**config.mk**
```make
export PLATFORM = sky130hd
export DESIGN_NAME = uart_rx_fifo
export DESIGN_NICKNAME = d
export VERILOG_FILES = /design/src/rtl/uart_rx_fifo.sv
export SDC_FILE = /design/constraint.sdc
export NUM_CORES = 1
export LEC_CHECK = 0
export BUFFER_PORTS_ARGS = -buffer_cell sky130_fd_sc_hd__buf_2
export CORE_MARGIN = 2
export CORE_UTILIZATION = 55
export DETAILED_ROUTE_END_ITERATION = 6
export PLACE_DENSITY = 0.83
export RECOVER_POWER = 25
export SETUP_SLACK_MARGIN = 0.4
export SLEW_MARGIN = 10
export SYNTH_ARGS = -nofsm -noshare
export SYNTH_HDL_FRONTEND = slang
export SYNTH_SLANG_ARGS = --single-unit
```
**constraint.sdc**
```tcl
create_clock -name clk -period 2.9 [get_ports clk]
set_clock_uncertainty 0.2 [all_clocks]
set_input_delay 0.145 -clock clk [delete_from_list [all_inputs] [get_ports clk]]
set_output_delay 0.145 -clock clk [all_outputs]
set_load 0.05 [all_outputs]
```
**src/rtl/uart_rx_fifo.sv**
```systemverilog
// uart_rx_fifo: byte_ready edge-detect into a first-word-fall-through FIFO with valid/ready output and sticky overflow; define UART_RX_FIFO_DROP_CNT_EN to add drop_count.
module uart_rx_fifo #(
    parameter int DEPTH       = 16,
    parameter int ADDR_W      = $clog2(DEPTH),
    parameter int AFULL_LEVEL = DEPTH - 2
) (
    input  logic              clk,
    input  logic              rst_n,
    input  logic              byte_ready,
    input  logic [7:0]        data_in,
    output logic [7:0]        m_data,
    output logic              m_valid,
    input  logic              m_ready,
    output logic [ADDR_W:0]   count,
    output logic              almost_full,
    output logic              overflow,
`ifdef UART_RX_FIFO_DROP_CNT_EN
    output logic [7:0]        drop_count,
`endif
    input  logic              ovf_clr
);
    localparam logic [ADDR_W:0] ONE   = (ADDR_W + 1)'(1);
    localparam logic [ADDR_W:0] ZERO  = '0;
    localparam logic [ADDR_W:0] AFULL = (ADDR_W + 1)'(AFULL_LEVEL);
    logic [7:0]      mem [DEPTH];
    logic [ADDR_W:0] wrPtr, rdPtr;
    logic            byteReadyD, push, pop, full, doPush, drop;
    always_comb begin
        push        = byte_ready & ~byteReadyD;
        m_valid     = wrPtr != rdPtr;
        full        = (wrPtr[ADDR_W] != rdPtr[ADDR_W]) && (wrPtr[ADDR_W-1:0] == rdPtr[ADDR_W-1:0]);
        pop         = m_valid & m_ready;
        doPush      = push & (~full | pop);
        drop        = push & full & ~pop;
        m_data      = mem[rdPtr[ADDR_W-1:0]];
        almost_full = count >= AFULL;
    end
    // byteReadyD resets high so a byte_ready already high at release is not pushed
    always_ff @(posedge clk or negedge rst_n) begin
        if (!rst_n) begin
            byteReadyD <= 1'b1;
            wrPtr      <= '0;
            rdPtr      <= '0;
            count      <= '0;
            overflow   <= 1'b0;
        end else begin
            byteReadyD <= byte_ready;
            wrPtr      <= doPush ? wrPtr + ONE : wrPtr;
            rdPtr      <= pop ? rdPtr + ONE : rdPtr;
            count      <= count + (doPush ? ONE : ZERO) - (pop ? ONE : ZERO);
            overflow   <= drop | (overflow & ~ovf_clr);
        end
    end
    always_ff @(posedge clk) begin
        if (doPush) mem[wrPtr[ADDR_W-1:0]] <= data_in;
    end
`ifdef UART_RX_FIFO_DROP_CNT_EN
    always_ff @(posedge clk or negedge rst_n) begin
        if (!rst_n) drop_count <= 8'd0;
        else drop_count <= ovf_clr ? {7'd0, drop} : drop_count + {7'd0, drop & ~&drop_count};
    end
`endif
endmodule

```
==> results.json, run 1 <==
{
  "status": "complete, no violations",
  "synthAdderAreaFrac_pct": 3.000,
  "wire_per_inst_um": 24.24,
  "fin_ws_ns": 0.1788,
  "yosys.area_share.simple_pct": 3.781,
  "drive_gt1_share_pct": 34.93,
  "drt_first_pass_iters": 5,
  "p_int_mw": 5.234,
  "regArea_sq_um": 4277,
  "die-area_sq_um": 11930,
  "drv_cap": 0,
  "dp_hpwl_mm": 7.557,
  "antenna_found_initial": 0,
  "place_congestion": 0.8550,
  "pwr-share-seq_pct": 32.0,
  "whs_ns": 0.05154,
  "critPathRequiredTime_ns": 2.56,
  "synth-compound-area-share_pct": 5.712,
  "worstSetupPathType": "reg -> out",
  "grt_usage_pct": 24.46,
  "rows": 38,
  "grt_pass1_wl_mm": 20.48,
  "ys_warn_count": 0,
  "peakVddDrop_mv": 0.8272,
  "ys_async_sr_fraction_pct": 11.72,
  "design.core.area_sq_um": 10840,
  "synth_xor_area_share_pct": 2.301,
  "start_util_pct": 56.17,
  "cts_buffers": 17,
  "synth_fp_nets": 374,
  "cts_sinks": 145,
  "p_sw_mw": 3.292,
  "critical_path_peak_fanout": 7,
  "drc": 0,
  "finalHoldViolations": 0,
  "die_height_um": 109.2,
  "fin_setup_tns_ns": 0,
  "power.density_nw_per_um2": 1118,
  "wl_mm": 14.01,
  "tightest_slew_ns": 0.7811,
  "final-setup-viol-count": 0,
  "vias": 3538,
  "drt_iter0_drc": 357,
  "grt_pass1_vias": 3560,
  "min_path_type": "in -> reg",
  "grt_start_max_net_pins": 22,
  "layout_min_cycle_time_ns": 2.721,
  "synth_flop_cell": "edfxtp_1",
  "syn_inst": 347,
  "ys_ff_latch": 145,
  "arrival_ns": 2.38,
  "fillers": 612,
  "synth_edf_count": 128,
  "root_buffer": "clkbuf_8",
  "combinationalPowerShare_pct": 44.8,
  "multiInputGateArea_sq_um": 1831,
  "clk_path_buf_depth": 2,
  "slew_viol_final": 0,
  "synthesis.area_sq_um": 6090,
  "grt_overflow": 0,
  "htree_levels": 4,
  "viasPerCell": 6.121,
  "switching_share_pct": 38.61,
  "synth_top_family_by_area": "multiplexers",
  "clkPwrFrac_pct": 23.3,
  "end_kind": "output pin",
  "max_slew_margin_pct": 47.93,
  "die_w_um": 109.2,
  "areaGrowthSynthToFinish_pct": 25.27,
  "fmax_mhz": 367.5,
  "synth.area.mux_share_pct": 11.83,
  "clkLatencyLatePin_ns": 0.53,
  "post-route-util_pct": 70.37,
  "ios": 29,
  "dp_slack_ns": 0.1449,
  "leakage_nw": 2.833,
  "ant_nets": 0,
  "cp-start-kind": "flop",
  "n_antenna_cell": 0,
  "ys_seq_area_share_pct": 70.13,
  "clkTransAtPathRegs_ns": 0.07,
  "tritoncts": "done",
  "nNetsFinal": 452,
  "ys_types": 42,
  "grt_setup_unrepaired": "yes",
  "avgSynthCellArea_sq_um": 17.55,
  "numPortBuffers": 28,
  "fin_crit_sh_pct": 93.84
}
flip-flops by register name (all words and copies together), names as in the netlist:
| register | flops |
|---|---|
| byteReadyD | 1 |
| count | 5 |
| mem | 128 |
| overflow | 1 |
| rdPtr | 5 |
| wrPtr | 5 |
worst max-delay path: stages (launching register included):
cell	delay, ns
dfrtp_2	0.50
buf_12	0.19
buf_16	0.15
mux2i_2	0.16
a221oi_2	0.36
o21ai_1	0.15
nand2_1	0.15
buf_6	0.17
through the flow:
stage	power [mW]	instance area (sq um)	cells
floorplan	4.913	6128	347
global placement	5.389	6369	504
detailed placement	5.486	6369	504
CTS	8.042	7402	573
global route	8.827	7629	578
finish	8.525	7629	578
cell usage in the layout, fill, tap and decap left out, types with 3 or more instances in the layout:
cell           synthesis  layout
xnor2_1               10       5
a221oi_2               0       6
xor2_1                 6       6
buf_4                  5      19
buf_16                 0       4
dfrtp_2                0       5
dlygate4sd3_1          0      15
inv_2                  0       3
ha_1                  13      11
a22oi_1                8       4
nand2_1               14      14
and3_1                12      12
clkinv_4               0       4
dfrtp_1               16      11
mux2i_1               33      30
clkinvlp_4             0       3
buf_2                  2      14
o21ai_0               10       4
buf_6                  6      17
and2_2                 0       3
o21ai_1                0       4
a22oi_2                0       4
inv_6                  0       6
mux4_2                15      15
inv_1                 13      10
edfxtp_1             128     128
o211ai_1               8       8
o21ai_2                1       3
clkbuf_16              0      18
clkbuf_1               4       6
xnor2_2                0       4
worst paths after layout:
check	slack (ns)	end	depth (start not counted)	start
setup / recovery	0.18	m_data[1]	7	rdPtr[0]
hold / removal	0.05	byteReadyD	2	byte_ready
setup reg to reg	0.19	count[4]	11	wrPtr[4]
hold reg to reg	0.37	wrPtr[3]	1	wrPtr[3]
max in group asynchronous	0.85	wrPtr[2]	4	rst_n
min in group asynchronous	0.43	byteReadyD	3	rst_n
power groups by stage:
stage          combinational [mW]  clock [mW]  sequential, mW
4_1_cts                      3.37        1.99            2.68
6_report                     3.82        1.98            2.73
3_3_place_gp                 2.72           0            2.67
2_1_floorplan                2.14           0            2.77
3_5_place_dp                 2.79           0            2.70
5_1_grt                      4.00        2.09            2.74
cell usage after synthesis (2+ instances only):
cell type  instances  area (sq um)
buf_6              6         67.56
clkbuf_1           4         15.01
ha_1              13         162.7
o211ai_1           8         60.06
and2_1             5         31.28
a21oi_1            4         20.02
edfxtp_1         128          3844
and3_1            12         75.07
inv_1             13         48.80
a21o_1             2         15.01
mux4_2            15         337.8
dfrtp_1           16         400.4
buf_4              5         37.54
nand2_1           14         52.55
o21ai_0           10         50.05
mux2i_1           33         330.3
a22oi_1            8         60.06
nand4_1            2         12.51
a221oi_1           8         70.07
xnor2_1           10         87.58
buf_2              2         10.01
xor2_1             6         52.55
a211oi_2           2         25.02
nor2b_1            3         18.77
cell type report:
class / count / share of cell area, %
multi-input combinational: 170 / 24.00
timing repair buffer: 78 / 9.923
clock inverter: 15 / 1.657
clock buffer: 17 / 5.429
sequential: 145 / 56.06
inverter: 13 / 0.6397
tap: 140 / 2.296
timing repair:
item	in CTS	in global routing
pin swaps	13	17
endpoints found under the hold margin	150	0
hold buffers	15	0
gates cloned	3	2
setup buffers	19	3
endpoints found under the setup margin	9	39
gates resized for setup	33	41
routing by layer:
metal | vias up | global-route usage (%) | routed length [um]
li1 | 1522 | - | -
met1 | 1756 | 32.18 | 5236
met2 | 222 | 40.24 | 7273
met3 | 38 | 5.140 | 1143
met4 | 0 | 9.765 | 357
met5 | - | 0 | 0
cells by family (layout without fill, tap and decap cells):
family | Yosys count | after routing
AO/OA/AOI/OAI | 47 | 47
XOR/XNOR | 16 | 16
adder cells (fa/ha/maj) | 14 | 14
buffers and inverters | 32 | 123
flip-flops | 145 | 145
multiplexers | 51 | 51
AND/OR/NAND/NOR | 42 | 42
Power figures use the tool's default switching activity.
==> run 2: changes to the inputs <==
--- a/config.mk
+++ b/config.mk
@@ -6,10 +6,12 @@
 export NUM_CORES = 1
 export LEC_CHECK = 0
 export BUFFER_PORTS_ARGS = -buffer_cell sky130_fd_sc_hd__buf_2
-export CORE_MARGIN = 2
-export CORE_UTILIZATION = 55
+export CELL_PAD_IN_SITES_DETAIL_PLACEMENT = 0
+export CELL_PAD_IN_SITES_GLOBAL_PLACEMENT = 2
+export CORE_MARGIN = 1
+export CORE_UTILIZATION = 31
 export DETAILED_ROUTE_END_ITERATION = 6
-export PLACE_DENSITY = 0.83
+export PLACE_DENSITY = 0.67
 export RECOVER_POWER = 25
 export SETUP_SLACK_MARGIN = 0.4
 export SLEW_MARGIN = 10
==> run 2 against run 1 <==
Net effect:
- sequential cell count unchanged
- sequential share of layout area is 0.97 points lower
- via count down 5.3%
- clock power fell by 5%
- global-route usage decreased by 9.6 points
- core utilization decreased by 29 points
- die area grew 69%
- critical path depth is 4 higher
- register-to-register slack improved by 0.08 ns
- design area grew 1.7%
- total power shrank 1.2%
- largest cell class unchanged
- highest routed layer unchanged
==> results.json, run 2 (synthesis results as in run 1) <==
{
  "clkLatencyLatePin_ns": 0.42,
  "ant_nets": 0,
  "dp_hpwl_mm": 7.952,
  "rows": 50,
  "fin_ws_ns": 0.2746,
  "die_w_um": 142.2,
  "cts_buffers": 17,
  "numPortBuffers": 28,
  "vias": 3351,
  "viasPerCell": 4.760,
  "r2r_cells": 11,
  "layout_min_cycle_time_ns": 2.625,
  "end_kind": "flop",
  "reg2reg_slack_ns": 0.27,
  "grt_pass1_vias": 3507,
  "worstSetupPathType": "reg -> reg",
  "final-setup-viol-count": 0,
  "finalHoldViolations": 0,
  "min_path_type": "in -> reg",
  "root_buffer": "clkbuf_16",
  "final_common_cell": "edfxtp_1",
  "nNetsFinal": 459,
  "fmax_mhz": 380.9,
  "critical_path_peak_fanout": 6,
  "wire_per_inst_um": 19.90,
  "largest_reg_flops": 128,
  "grt_overflow": 0,
  "clk_path_buf_depth": 2,
  "status": "complete, no violations",
  "n_antenna_cell": 0,
  "cp-start-kind": "flop",
  "final_cell_mix": "edfxtp_1 (128), mux2i_1 (33), buf_4 (23)",
  "cts_sinks": 145,
  "grt_setup_unrepaired": "yes",
  "whs_ns": 0.1783,
  "die-area_sq_um": 20210,
  "dp_slack_ns": 0.1618,
  "design.core.area_sq_um": 18960,
  "drc": 0,
  "power.density_nw_per_um2": 1085,
  "crit_end": "count[4]",
  "ios": 29,
  "areaGrowthSynthToFinish_pct": 27.45,
  "r2r-end": "count[4]",
  "place_congestion": 0.7490,
  "drt_first_pass_iters": 4,
  "r2r_start": "wrPtr[3]",
  "drt_iter0_drc": 217,
  "htree_levels": 4,
  "grt_usage_pct": 14.83,
  "grt_start_max_net_pins": 26,
  "antenna_found_initial": 0,
  "drive_gt1_share_pct": 32.43,
  "peakVddDrop_mv": 0.5345,
  "grt_pass1_wl_mm": 21.20,
  "fin_setup_tns_ns": 0,
  "die_height_um": 142.2,
  "max_slew_margin_pct": 48.40,
  "slew_viol_final": 0,
  "tritoncts": "done",
  "dp_cells": 626,
  "wl_mm": 14.01,
  "cp-startpoint": "wrPtr[3]",
  "clkTransAtPathRegs_ns": 0.06,
  "fin_cells": 704,
  "critPathRequiredTime_ns": 3.03,
  "start_util_pct": 32.13,
  "leakage_nw": 2.839,
  "arrival_ns": 2.76,
  "drv_cap": 0,
  "fin_crit_sh_pct": 90.53,
  "hold_path_depth": 2,
  "tightest_slew_ns": 0.7740
}
## run 2: layout make-up
cell class              instances  area, sq um
flip-flops and latches        145         4275
well taps                     260        325.3
repair buffers                 85        840.8
fillers                      1722        11190
multi-input cells             170         1768
clock inverters                12        70.07
clock buffers                  19        432.9
inverters                      13        48.80
## run 2: worst min path at each step
stage                          start          to  slack (ns)
after floorplan                rst_n    count[0]       -0.35
after global placement         rst_n    count[0]       -0.10
after detailed placement       rst_n    count[0]       -0.09
after CTS                 byte_ready  byteReadyD        0.18
after global routing      byte_ready  byteReadyD        0.17
final                     byte_ready  byteReadyD        0.18
## run 2: metrics by stage
stage          instance area, sq um  utilization (%)  power, mW
3_3_place_gp                   6534            34.47      5.555
5_1_grt                        7761            40.94      8.805
6_report                       7761            40.94      8.421
2_1_floorplan                  6128                -      4.913
4_1_cts                        7564            39.90      8.130
3_5_place_dp                   6534            34.47      5.581
## run 2: critical path, stage by stage, from the launching register on
cell     delay, ns
dfrtp_1       0.45
xnor2_2       0.18
nand4_1       0.18
o21ai_2       0.21
inv_2         0.06
ha_4          0.26
inv_2         0.03
ha_4          0.15
fa_2          0.36
a21o_1        0.17
a21oi_2       0.15
xnor2_1       0.13
## run 2: timing repair
item,4_1_cts,5_1_grt
hold buffers,15,0
endpoints found under the hold margin,150,0
gates resized for setup,35,34
pin swaps,14,21
setup buffers,23,5
gates cloned,3,1
endpoints found under the setup margin,9,36
## run 2: power breakdown
group / switching (mW) / internal (mW) / leakage, nW
Sequential: 0.182 / 2.49 / 1.35
Combinational: 2.12 / 1.73 / 1.25
Clock: 0.819 / 1.07 / 0.237
Total: 3.13 / 5.30 / 2.84
## run 2: routing by layer
layer  vias up  part of all wire, %  routed length, um  global-route usage [%]
met5         -                    0                  0                       0
met3        15                  3.0                427                   3.533
met1      1748                   46               6441                   19.04
met2        63                   50               6974                   24.51
li1       1525                    -                  -                       -
met4         0                  1.2                168                   5.150
